`src/rtl/conv_row_feeder_pkg.sv`:
```
// conv_row_feeder_pkg
// Shared definitions for the convolution row feeder: FSM state encoding,
// tile geometry and default widths used by conv_row_feeder and
// conv_tile_buffer.
package conv_row_feeder_pkg;

    localparam int TILE_ROWS = 3;
    localparam int TILE_COLS = 5;
    localparam int FILT_TAPS = 3;
    localparam int PX_TOTAL  = TILE_ROWS * TILE_COLS;
    localparam int WT_TOTAL  = TILE_ROWS * FILT_TAPS;

    localparam int IN_WIDTH_DEF  = 5;
    localparam int W_WIDTH_DEF   = 8;
    localparam int ACC_WIDTH_DEF = 15;
    localparam int TIMEOUT_DEF   = 64;

    typedef enum logic [2:0] {
        ST_IDLE  = 3'd0,
        ST_LOAD  = 3'd1,
        ST_START = 3'd2,
        ST_WAIT  = 3'd3,
        ST_EMIT  = 3'd4
    } state_e;

endpackage

```
`src/rtl/conv_tile_buffer.sv`:
```
// conv_tile_buffer
// Holds one 3x5 pixel tile and one 3x3 filter, filled row-major from two
// independent valid/ready streams, and muxes out one row of each.
// Ports:
//   clk, rst           clock, asynchronous active-low reset
//   load_en_i          owner is in its load phase; enables the ready outputs
//   clear_i            zero both load counters (tile discarded)
//   px_valid_i/px_data_i/px_ready_o   pixel stream
//   wt_valid_i/wt_data_i/wt_ready_o   weight stream
//   load_done_o        both counts complete once this cycle's beats land
//   row_sel_i          tile/filter row to present (0..2)
//   row_data_o         pixel k of the row at [k*IN_WIDTH +: IN_WIDTH]
//   row_filt_o         weight k of the row at [k*W_WIDTH +: W_WIDTH]
module conv_tile_buffer
    import conv_row_feeder_pkg::*;
#(
    parameter int IN_WIDTH = IN_WIDTH_DEF,
    parameter int W_WIDTH  = W_WIDTH_DEF
) (
    input  logic                           clk,
    input  logic                           rst,
    input  logic                           load_en_i,
    input  logic                           clear_i,
    input  logic                           px_valid_i,
    input  logic [IN_WIDTH-1:0]            px_data_i,
    output logic                           px_ready_o,
    input  logic                           wt_valid_i,
    input  logic [W_WIDTH-1:0]             wt_data_i,
    output logic                           wt_ready_o,
    output logic                           load_done_o,
    input  logic [1:0]                     row_sel_i,
    output logic [TILE_COLS*IN_WIDTH-1:0]  row_data_o,
    output logic [FILT_TAPS*W_WIDTH-1:0]   row_filt_o
);

    localparam int PXC_W = $clog2(PX_TOTAL + 1);
    localparam int WTC_W = $clog2(WT_TOTAL + 1);

    logic [PXC_W-1:0]    px_cnt_q, px_cnt_d;
    logic [WTC_W-1:0]    wt_cnt_q, wt_cnt_d;
    logic                px_fire, wt_fire;
    logic [IN_WIDTH-1:0] px_mem_q [PX_TOTAL];
    logic [W_WIDTH-1:0]  wt_mem_q [WT_TOTAL];

    assign px_ready_o = load_en_i && (px_cnt_q < PXC_W'(PX_TOTAL));
    assign wt_ready_o = load_en_i && (wt_cnt_q < WTC_W'(WT_TOTAL));
    assign px_fire    = px_valid_i && px_ready_o;
    assign wt_fire    = wt_valid_i && wt_ready_o;

    always_comb begin
        px_cnt_d = px_cnt_q;
        wt_cnt_d = wt_cnt_q;
        if (clear_i) begin
            px_cnt_d = '0;
            wt_cnt_d = '0;
        end else begin
            if (px_fire) px_cnt_d = px_cnt_q + 1'b1;
            if (wt_fire) wt_cnt_d = wt_cnt_q + 1'b1;
        end
    end

    // Looks at the post-beat counts so the owner can leave load on the same
    // edge that accepts the final beat(s), including simultaneous ones.
    assign load_done_o = load_en_i && (px_cnt_d == PXC_W'(PX_TOTAL))
                                   && (wt_cnt_d == WTC_W'(WT_TOTAL));

    always_ff @(posedge clk or negedge rst) begin
        if (!rst) begin
            px_cnt_q <= '0;
            wt_cnt_q <= '0;
        end else begin
            px_cnt_q <= px_cnt_d;
            wt_cnt_q <= wt_cnt_d;
        end
    end

    always_ff @(posedge clk) begin
        if (px_fire) px_mem_q[px_cnt_q] <= px_data_i;
        if (wt_fire) wt_mem_q[wt_cnt_q] <= wt_data_i;
    end

    always_comb begin
        row_data_o = '0;
        row_filt_o = '0;
        for (int k = 0; k < TILE_COLS; k++) begin
            case (row_sel_i)
                2'd0:    row_data_o[k*IN_WIDTH +: IN_WIDTH] = px_mem_q[k];
                2'd1:    row_data_o[k*IN_WIDTH +: IN_WIDTH] = px_mem_q[TILE_COLS + k];
                2'd2:    row_data_o[k*IN_WIDTH +: IN_WIDTH] = px_mem_q[2*TILE_COLS + k];
                default: row_data_o[k*IN_WIDTH +: IN_WIDTH] = '0;
            endcase
        end
        for (int k = 0; k < FILT_TAPS; k++) begin
            case (row_sel_i)
                2'd0:    row_filt_o[k*W_WIDTH +: W_WIDTH] = wt_mem_q[k];
                2'd1:    row_filt_o[k*W_WIDTH +: W_WIDTH] = wt_mem_q[FILT_TAPS + k];
                2'd2:    row_filt_o[k*W_WIDTH +: W_WIDTH] = wt_mem_q[2*FILT_TAPS + k];
                default: row_filt_o[k*W_WIDTH +: W_WIDTH] = '0;
            endcase
        end
    end

endmodule

```
`src/rtl/conv_row_feeder.sv`:
```
// conv_row_feeder
// Loads a 3x5 pixel tile and a 3x3 filter, drives the PE array with one
// tile row / filter row per pass (three passes), accumulates the three
// signed partials of each pass and streams the three sums out.
// Ports:
//   clk, rst                       clock, asynchronous active-low reset
//   px_valid/px_ready/px_data      pixel stream in
//   wt_valid/wt_ready/wt_data      weight stream in
//   arr_start                      one-cycle start pulse per pass
//   arr_in_data, arr_in_filter     current tile row / filter row
//   arr_out_data, arr_finished     three partials and done from the array
//   res_valid/res_ready/res_data/res_last   result stream out (3 beats)
//   busy                           FSM not idle
//   err                            sticky array timeout flag
//
// state  | meaning
// IDLE   | waiting for either input stream to become valid
// LOAD   | accepting 15 pixels and 9 weights
// START  | arr_start pulse for pass p
// WAIT   | waiting for arr_finished, timeout counter running
// EMIT   | presenting accumulators 0,1,2 on the result stream
module conv_row_feeder
    import conv_row_feeder_pkg::*;
#(
    parameter int IN_WIDTH  = IN_WIDTH_DEF,
    parameter int W_WIDTH   = W_WIDTH_DEF,
    parameter int ACC_WIDTH = ACC_WIDTH_DEF,
    parameter int TIMEOUT   = TIMEOUT_DEF
) (
    input  logic                           clk,
    input  logic                           rst,
    input  logic                           px_valid,
    output logic                           px_ready,
    input  logic [IN_WIDTH-1:0]            px_data,
    input  logic                           wt_valid,
    output logic                           wt_ready,
    input  logic [W_WIDTH-1:0]             wt_data,
    output logic                           arr_start,
    output logic [TILE_COLS*IN_WIDTH-1:0]  arr_in_data,
    output logic [FILT_TAPS*W_WIDTH-1:0]   arr_in_filter,
    input  logic [FILT_TAPS*ACC_WIDTH-1:0] arr_out_data,
    input  logic                           arr_finished,
    output logic                           res_valid,
    input  logic                           res_ready,
    output logic [ACC_WIDTH+1:0]           res_data,
    output logic                           res_last,
    output logic                           busy,
    output logic                           err
);

    localparam int RES_W = ACC_WIDTH + 2;
    localparam int TMO_W = $clog2(TIMEOUT + 1);

    state_e                          state_q;
    logic [1:0]                      pass_q;
    logic [1:0]                      beat_q;
    logic [TMO_W-1:0]                tmo_q;
    logic signed [RES_W-1:0]         acc_q   [FILT_TAPS];
    logic signed [RES_W-1:0]         acc_sum [FILT_TAPS];
    logic signed [ACC_WIDTH-1:0]     part    [FILT_TAPS];
    logic signed [RES_W-1:0]         emit_next;
    logic                            arr_start_q, res_valid_q, res_last_q, err_q;
    logic [RES_W-1:0]                res_data_q;
    logic [TILE_COLS*IN_WIDTH-1:0]   arr_in_data_q;
    logic [FILT_TAPS*W_WIDTH-1:0]    arr_in_filter_q;

    logic                            load_done;
    logic [1:0]                      row_sel;
    logic [TILE_COLS*IN_WIDTH-1:0]   row_data;
    logic [FILT_TAPS*W_WIDTH-1:0]    row_filt;

    // Row for the pass about to start: row 0 out of LOAD, p+1 out of WAIT.
    assign row_sel = (state_q == ST_WAIT) ? pass_q + 2'd1 : 2'd0;

    conv_tile_buffer #(
        .IN_WIDTH (IN_WIDTH),
        .W_WIDTH  (W_WIDTH)
    ) u_buf (
        .clk         (clk),
        .rst         (rst),
        .load_en_i   (state_q == ST_LOAD),
        .clear_i     (state_q == ST_IDLE),
        .px_valid_i  (px_valid),
        .px_data_i   (px_data),
        .px_ready_o  (px_ready),
        .wt_valid_i  (wt_valid),
        .wt_data_i   (wt_data),
        .wt_ready_o  (wt_ready),
        .load_done_o (load_done),
        .row_sel_i   (row_sel),
        .row_data_o  (row_data),
        .row_filt_o  (row_filt)
    );

    // Partials are sign-extended two bits; three additions cannot overflow.
    always_comb begin
        for (int j = 0; j < FILT_TAPS; j++) begin
            part[j]    = arr_out_data[j*ACC_WIDTH +: ACC_WIDTH];
            acc_sum[j] = acc_q[j] + RES_W'(part[j]);
        end
    end

    assign emit_next = (beat_q == 2'd0) ? acc_q[1] : acc_q[2];

    always_ff @(posedge clk or negedge rst) begin
        if (!rst) begin
            state_q         <= ST_IDLE;
            pass_q          <= '0;
            beat_q          <= '0;
            tmo_q           <= '0;
            arr_start_q     <= 1'b0;
            res_valid_q     <= 1'b0;
            res_last_q      <= 1'b0;
            res_data_q      <= '0;
            err_q           <= 1'b0;
            arr_in_data_q   <= '0;
            arr_in_filter_q <= '0;
            for (int j = 0; j < FILT_TAPS; j++) acc_q[j] <= '0;
        end else begin
            arr_start_q <= 1'b0;
            case (state_q)
                ST_IDLE: begin
                    if (px_valid || wt_valid) state_q <= ST_LOAD;
                end
                ST_LOAD: begin
                    if (load_done) begin
                        state_q         <= ST_START;
                        pass_q          <= 2'd0;
                        arr_start_q     <= 1'b1;
                        arr_in_data_q   <= row_data;
                        arr_in_filter_q <= row_filt;
                        for (int j = 0; j < FILT_TAPS; j++) acc_q[j] <= '0;
                    end
                end
                ST_START: begin
                    state_q <= ST_WAIT;
                    tmo_q   <= TMO_W'(TIMEOUT - 1);
                end
                ST_WAIT: begin
                    if (arr_finished) begin
                        for (int j = 0; j < FILT_TAPS; j++) acc_q[j] <= acc_sum[j];
                        if (pass_q == 2'd2) begin
                            state_q     <= ST_EMIT;
                            beat_q      <= 2'd0;
                            res_valid_q <= 1'b1;
                            res_last_q  <= 1'b0;
                            res_data_q  <= acc_sum[0];
                        end else begin
                            state_q         <= ST_START;
                            pass_q          <= pass_q + 2'd1;
                            arr_start_q     <= 1'b1;
                            arr_in_data_q   <= row_data;
                            arr_in_filter_q <= row_filt;
                        end
                    end else if (tmo_q == '0) begin
                        err_q   <= 1'b1;
                        state_q <= ST_IDLE;
                    end else begin
                        tmo_q <= tmo_q - 1'b1;
                    end
                end
                ST_EMIT: begin
                    if (res_ready) begin
                        if (beat_q == 2'd2) begin
                            state_q     <= ST_IDLE;
                            res_valid_q <= 1'b0;
                            res_last_q  <= 1'b0;
                            res_data_q  <= '0;
                        end else begin
                            beat_q     <= beat_q + 2'd1;
                            res_data_q <= emit_next;
                            res_last_q <= (beat_q == 2'd1);
                        end
                    end
                end
                default: state_q <= ST_IDLE;
            endcase
        end
    end

    assign arr_start     = arr_start_q;
    assign arr_in_data   = arr_in_data_q;
    assign arr_in_filter = arr_in_filter_q;
    assign res_valid     = res_valid_q;
    assign res_last      = res_last_q;
    assign res_data      = res_data_q;
    assign err           = err_q;
    assign busy          = (state_q != ST_IDLE);

endmodule
```
`config.mk`:
```
export PLATFORM = sky130hd
export DESIGN_NAME = conv_row_feeder
export DESIGN_NICKNAME = d
export VERILOG_FILES = /design/src/rtl/conv_row_feeder_pkg.sv /design/src/rtl/conv_tile_buffer.sv /design/src/rtl/conv_row_feeder.sv
export SDC_FILE = /design/constraint.sdc
export NUM_CORES = 1
export LEC_CHECK = 0
export ABC_AREA = 1
export ABC_CLOCK_PERIOD_IN_PS = 2500
export BUFFER_PORTS_ARGS = -buffer_cell sky130_fd_sc_hd__buf_2
export CAP_MARGIN = 0
export CORE_ASPECT_RATIO = 0.75
export CORE_MARGIN = 5
export CORE_UTILIZATION = 54
export DETAILED_ROUTE_END_ITERATION = 8
export PLACE_DENSITY = 0.83
export SKIP_LAST_GASP = 1
export SYNTH_ARGS = -nofsm -noshare
export SYNTH_HDL_FRONTEND = slang
export SYNTH_SLANG_ARGS = --single-unit
```
`constraint.sdc`:
```
create_clock -name clk -period 2.5 [get_ports clk]
set_clock_uncertainty 0.1 [all_clocks]
set_input_delay 0.25 -clock clk [delete_from_list [all_inputs] [get_ports clk]]
set_output_delay 0.25 -clock clk [all_outputs]
set_load 0.01 [all_outputs]
```
==> impl_results.md, run 1 <==
* Status: completed
* Slowest-stage cell, CP: dfrtp_1
* Largest net degree at the start of global routing at 65
* WHS Endpoint: err
* Hold Crit Depth at 4
* Sw power at 7.338 mW
* Initial Util at 54.90%
* Total gr overflow at 0
* Synth Area in Simple Gates at 25.14%
* Yosys top cell area share at 30.88%
* Async S/R FF share, synth at 49.31%
* Setup violations, final at 0
* Largest family of logic cells by synthesized area: simple AND/OR/NAND/NOR gates
* Crit path buf inv count at 3
* Synth Flop Type: edfxtp_1
* DRC Markers at 0
* Latest clock arrival within the worst-skew pair at 540 ps
* Crit-path max cell delay at 380 ps
* Sw Ratio at 39.35%
* CTS buffer count at 27
* Final hold vios at 0
* First-pass DRT Iterations at 5
* Max-capacitance violation count at 0
* Critical R2R Capture: acc_q[18]
* Post-synthesis compound-gate area fraction at 6.635%
* Root buffer cell: clkbuf_16
* Crit Path Class: reg2reg
* Setup ws final at 94.48 ps
* CP cell instances: ha_1, inv_1, nor2_1, nor2_4, nand2_2, nand2_1, nand3_1, nor2_2, nand4_4, buf_12, clkbuf_16, nand3_1, o21ai_0
* Fin area at 16760 um^2
* Worst setup SP type: flip-flop
* Slew @ Worst Pin at 1116 ps
* IO buf count at 136
* Drt via density at 5.630
* R2R depth at 13
* Worst slack, placed at 71.44 ps
* Layout cells sized above 1 at 15.35%
* Worst EP required at 2790 ps
* Post-route ant nets at 0
* Mux share of post-synthesis cell area at 0.07003%
* Cell repeated most along the worst path: nand3_1
* Synth top area cells: edfxtp_1, dfrtp_1, nand2_1
* Max-Slew Margin vs Limit at 25.53%
* FP Rows at 51
* First-pass GRT wire length at 59.00 mm
* Syn_nets at 1683
* Final Cycle Share at 96.22%
* H-tree depth at 1
* Initial antenna violation count at 2
* Data arrival, critical path at 2700 ps
* Starting DRT DRC Count at 1120
* Leak pwr at 7.929 nW
* Fillers at 2088
* Die Span X at 197.9 um
* P&R area growth vs syn at 17.23%
* Wire length per cell at 18.08 um
* Ys Warns at 0
* RR Startpoint: u_buf.px_cnt_q[0]
* Gr usage total at 24.68%
* Distinct cells, synth at 42
* R2R Setup Slk at 90 ps
* Post-Syn Instances at 1553
* Adder-cell share of the synthesized area at 5.935%
* Worst Hold Launch: arr_finished
* Final WL at 37.94 mm
* Total number of vias at 11820
* Vias in the first global route at 11280
* Sum Neg Setup Slack at 0 ps
* Clk pwr share at 22.3%
* CTS Buffer Depth at 3
* Max IR drop VDD at 808.6 uV
* Synth area leader: edfxtp_1
* Flop and latch count out of synthesis at 290
* Placer Congestion at 0.9457
* Crit-path max FO at 28
* Post-synth EDFFs at 147
* Worst path top cell family by delay: simple AND/OR/NAND/NOR gates
* Dpl hpwl at 25.97 mm
* Die footprint at 29860 um^2
* Worst hold path type: in2reg
* Seq pwr share at 36.8%
* Sequential-to-total area share from yosys stat at 55.92%
* Area share of xor/xnor cells in the synthesized design at 1.593%
* CP Capture Type: flip-flop
* Placed cells at 2025
* Final layout net count at 1863
* Die H at 150.9 um
* Most common cell after layout, fill and taps aside: nand2_1
* Filler-free cell count of the finished design at 2099
* Mean Syn Cell Area at 9.204 um^2
* IO Count at 137
* PwrDens at 1113 nW/um^2
* Internal power at 11.31 mW
* Placed Instance Area at 15550 um^2
* Most frequent cells in the layout: nand2_1, nand3_1, edfxtp_1
* Mapped cell area at 14290 um^2
* Clock slew at reported path FFs at 60 ps
* Comb pwr share at 40.9%
* Max-slew violation count at 0
* CTS tree: yes
* Post-route minimum period at 2406 ps
* Clk sinks at 290
* Core area at 26040 um^2
* Max Clk Rate at 415.7 MHz
[cells in the mapped netlist, types with 6 or more instances]
master,count
o21ai_0,60
dfrtp_1,143
nand3_1,223
xnor2_1,16
xor2_1,10
clkbuf_1,24
a21oi_1,86
inv_1,95
nand4_1,10
buf_1,8
a21o_1,10
ha_1,63
o21bai_1,6
nand3b_1,6
nand2_1,468
buf_2,13
nor3_1,17
or2_2,9
edfxtp_1,147
nor2_1,87
buf_6,6
[area by class of cell]
cell class              count  area [um^2]  area share [%]
flip-flops and latches    290         7993           47.70
multi-input cells        1106         5678           33.89
repair buffers            206         1385           8.266
clock buffers              38        757.0           4.518
well taps                 344        430.4           2.569
inverters                 102        382.9           2.285
clock inverters            11        125.1          0.7467
diodes                      2        5.005         0.02987
[per-stage QoR]
stage	hold WS [ps]	util, %	power [mW]
after global placement	152.9	59.73	14.06
after global routing	24.30	64.35	19.93
after floorplan	-145.6	-	11.82
after CTS	1.399	63.70	18.52
final	13.61	64.36	18.65
after detailed placement	158.7	59.73	14.32
[power groups by stage]
stage,Clock [mW],Combinational (mW),Sequential [mW]
2_1_floorplan,0,4.88,6.95
3_3_place_gp,0,7.17,6.88
3_5_place_dp,0,7.40,6.92
4_1_cts,4.19,7.49,6.84
5_1_grt,4.41,8.56,6.96
6_report,4.15,7.63,6.86
[sequential cells by signal, indices dropped and copies added, names as in the netlist, 3 cells and up]
name,count
tmo_q,7
res_data,17
acc_q,51
u_buf.px_cnt_q,4
u_buf.px_mem_q,75
arr_in_data,25
u_buf.wt_cnt_q,4
u_buf.wt_mem_q,72
state_q,3
arr_in_filter,24
[layer usage]
layer	share of wire [%]	vias to the layer above	wire [um]	track usage [%]
met5	0.018	-	7	0
met4	2.1	2	812	5.058
met3	9.6	76	3639	5.381
met2	45	505	17050	38.39
met1	43	5609	16440	36.26
li1	-	5625	-	-
[logic make-up after synthesis]
group                    count (synthesis)
AND/OR/NAND/NOR                        837
flip-flops                             290
AO/OA/AOI/OAI                          175
buffers and inverters                  158
adder cells (fa/ha/maj)                 66
XOR/XNOR                                26
multiplexers                             1
[worst reg2reg max path: cells and delay by family (launching register included)]
kind / cells / cell delay, ps
AO/OA/AOI/OAI: 1 / 90
adder cells (fa/ha/maj): 1 / 230
buffers and inverters: 3 / 490
flip-flops: 1 / 380
AND/OR/NAND/NOR: 8 / 990
[worst max-delay path by stage]
stage                            from              endpoint  slack (ps)  cells after the start
CTS                 u_buf.wt_cnt_q[1]             acc_q[35]          60                     13
global placement           state_q[0]       arr_in_data[10]         180                     10
global route        u_buf.px_cnt_q[0]             acc_q[25]         -30                     13
floorplan           u_buf.wt_cnt_q[0]  u_buf.wt_mem_q[8][0]          60                      7
detailed placement  u_buf.wt_cnt_q[1]             acc_q[35]          70                     13
finish              u_buf.px_cnt_q[0]             acc_q[18]          90                     13
[repair_timing]
| action | in CTS | in global routing |
|---|---|---|
| hold buffers | 15 | 0 |
| endpoints found under the setup margin | 0 | 96 |
| resized for setup | 0 | 19 |
| buffers inserted | 0 | 4 |
| endpoints found under the hold margin | 173 | 0 |
No activity file was read; power rests on OpenSTA's default activity.
==> run 2: changes to the inputs <==
--- a/config.mk
+++ b/config.mk
@@ -7,13 +7,13 @@
 export LEC_CHECK = 0
 export ABC_AREA = 1
 export ABC_CLOCK_PERIOD_IN_PS = 2500
-export BUFFER_PORTS_ARGS = -buffer_cell sky130_fd_sc_hd__buf_2
 export CAP_MARGIN = 0
 export CORE_ASPECT_RATIO = 0.75
 export CORE_MARGIN = 5
-export CORE_UTILIZATION = 54
+export CORE_UTILIZATION = 58
 export DETAILED_ROUTE_END_ITERATION = 8
-export PLACE_DENSITY = 0.83
+export DONT_BUFFER_PORTS = 1
+export PLACE_DENSITY = 0.82
 export SKIP_LAST_GASP = 1
 export SYNTH_ARGS = -nofsm -noshare
 export SYNTH_HDL_FRONTEND = slang
==> run 2 against run 1 <==
Combinational power down 10%. Wire length down 0.26%. Critical endpoint is now pass_q[0]. Register-to-register slack better by 30 ps. Design area down 2.7%. The run now ends with hold timing left.
==> impl_results.md, run 2 (synthesis gave the netlist of run 1 again) <==
* Wire length per cell at 19.31 um (+6.8%)
* Crit Path Class: reg2reg
* Final core utilization at 67.65% (+3.3 points)
* Die Span X at 191.3 um (-3.3%)
* Most frequent cells in the layout: nand2_1, nand3_1, edfxtp_1
* Core area at 24090 um^2 (-7.5%)
* CTS buffer count at 29 (+7.4%)
* Max IR drop VDD at 848.5 uV (+4.9%)
* Root buffer cell: clkbuf_16
* First-pass DRT Iterations at 5 (unchanged)
* Starting DRT DRC Count at 892 (-20%)
* CTS Buffer Depth at 3 (unchanged)
* Layout cells sized above 1 at 7.692% (-7.7 points)
* Clock slew at reported path FFs at 60 ps (about the same)
* Max-Slew Margin vs Limit at 27.69% (+2.2 points)
* Largest net degree at the start of global routing at 144 (+120%)
* Total gr overflow at 0 (unchanged)
* Sw Ratio at 38.67% (-0.68 points)
* PwrDens at 1159 nW/um^2 (+4.1%)
* Worst slack, placed at 62.47 ps (-8.967 ps)
* Setup ws final at 126.4 ps (+31.90 ps)
* Max-slew violation count at 0 (unchanged)
* IO buf count at 0 (-100%)
* Critical R2R Capture: pass_q[0]
* RR Startpoint: u_buf.wt_cnt_q[1]
* Sum Neg Setup Slack at 0 ps (unchanged)
* Initial antenna violation count at 5 (+3)
* Sw power at 7.306 mW (-0.44%)
* Die H at 146.0 um (-3.3%)
* Comb pwr share at 36.4% (-4.5 points)
* Final hold vios at 143 (+143)
* Setup violations, final at 0 (unchanged)
* Max Clk Rate at 421.3 MHz (+1.3%)
* Die footprint at 27920 um^2 (-6.5%)
* Drt via density at 5.795 (+2.9%)
* Unrepaired setup endpoints after global routing: yes
* Crit-path max FO at 22 (-21%)
* CP Capture Type: flip-flop
* Total number of vias at 11360 (-3.9%)
* Worst EP required at 2860 ps (+70 ps)
* IO Count at 137 (unchanged)
* Most common cell after layout, fill and taps aside: nand2_1
* Post-route minimum period at 2374 ps (-31.90 ps)
* CTS tree: yes
* Clk sinks at 290 (unchanged)
* Status: complete, but fails checks
* DRC Markers at 0 (unchanged)
* H-tree depth at 1 (unchanged)
* Max reg flops at 75 (unchanged)
* Biggest register: u_buf.px_mem_q
* Final layout net count at 1733 (-7.0%)
* Hold Slack at -711.9 ps (-725.5 ps)
* Leak pwr at 7.434 nW (-6.2%)
* Vias in the first global route at 10870 (-3.7%)
* Worst hold path type: in2async
* Failing checks: hold timing
* Max-capacitance violation count at 0 (unchanged)
* Worst setup SP type: flip-flop
* Final WL at 37.84 mm (-0.26%)
* Slew @ Worst Pin at 1083 ps (-32.40 ps)
* Cts hold-fix bufs at 28 (+13)
* R2R Setup Slk at 130 ps (+30 ps)
* Latest clock arrival within the worst-skew pair at 550 ps (about the same)
* Top flop regs: u_buf.px_mem_q: 75 flops, u_buf.wt_mem_q: 72 flops, acc_q: 51 flops
* Gr usage total at 26.19% (+1.5 points)
* Placer Congestion at 0.9904 (+4.7%)
* Dpl hpwl at 24.85 mm (-4.3%)
* Data arrival, critical path at 2730 ps (+30 ps)
* R2R depth at 14 (+1)
* Seq pwr share at 38.1% (+1.3 points)
* Internal power at 11.59 mW (+2.4%)
* Clk pwr share at 25.6% (+3.3 points)
* Filler-free cell count of the finished design at 1960 (-6.6%)
* Final Cycle Share at 94.94% (-1.3 points)
* First-pass GRT wire length at 58.85 mm (-0.26%)
* Initial Util at 59.32% (+4.4 points)
* P&R area growth vs syn at 14.04%
* Post-route ant nets at 0 (unchanged)
* Placed cells at 1868 (-7.8%)
* FP Rows at 49 (-3.9%)
[run 2: cell types whose count changed in the layout (fill, tap and decap cells not counted), moves of 3 or more]
cell           delta
bufinv_16         +5
buf_2           -135
buf_4            -10
o21ai_0           +3
nor2_2            -4
nor2_1            +3
o21ai_1           -3
dlygate4sd3_1    +13
[run 2: how the worst max path moves through the flow]
stage | start | to | slack (ps) | cells after the start
final | u_buf.wt_cnt_q[1] | pass_q[0] | 130 | 14
after global routing | u_buf.wt_cnt_q[1] | pass_q[0] | -40 | 14
after CTS | u_buf.px_cnt_q[0] | acc_q[19] | 40 | 13
after detailed placement | u_buf.px_cnt_q[0] | acc_q[29] | 60 | 12
after global placement | u_buf.wt_cnt_q[0] | acc_q[2] | 190 | 13
after floorplan | u_buf.wt_cnt_q[0] | u_buf.wt_mem_q[8][0] | 60 | 7
[run 2: critical path, stage by stage (launching register included)]
cell and delay, ps:
dfrtp_1 380, inv_1 130, ha_1 170, nand2_1 80
nand2_2 100, nand3_2 130, nand2_1 120, nand3_2 150
nor2_4 160, nand4_4 120, buf_12 180, nand2_4 80
buf_6 210, nand2_1 70, o21ai_0 100
[run 2: metal layers]
| metal | wire (um) | GRT usage (%) |
|---|---|---|
| met5 | 14 | 0 |
| met4 | 972 | 6.461 |
| met3 | 3860 | 8.010 |
| met2 | 16380 | 38.71 |
| met1 | 16620 | 38.23 |
[run 2: timing repair]
action	in CTS	in global routing
resized for setup	0	17
setup buffers	0	3
endpoints found under the setup margin	0	90
hold endpoints to repair	318	143
[run 2: metrics by stage]
| stage | power, mW | instance area, um^2 |
|---|---|---|
| after floorplan | 11.82 | 14290 |
| after global placement | 13.55 | 14790 |
| after detailed placement | 13.77 | 14790 |
| after CTS | 18.71 | 16120 |
| after global routing | 20.15 | 16300 |
| final | 18.89 | 16300 |
[run 2: area by class of cell]
| class | instances | area, um^2 |
|---|---|---|
| Antenna cell | 4 | 10.01 |
| Sequential cell | 290 | 7993 |
| Clock inverter | 13 | 269.0 |
| Tap cell | 331 | 414.1 |
| Inverter | 102 | 382.9 |
| Clock buffer | 40 | 787.0 |
| Fill cell | 1876 | 7794 |
| Multi-Input combinational cell | 1106 | 5675 |
| Timing Repair Buffer | 74 | 769.5 |
[run 2: power groups by stage]
| stage | clock (mW) | combinational, mW | sequential [mW] |
|---|---|---|---|
| after floorplan | 0 | 4.88 | 6.95 |
| after global placement | 0 | 6.32 | 7.23 |
| after detailed placement | 0 | 6.50 | 7.27 |
| after CTS | 4.87 | 6.65 | 7.19 |
| after global routing | 5.10 | 7.74 | 7.31 |
| final | 4.83 | 6.87 | 7.19 |
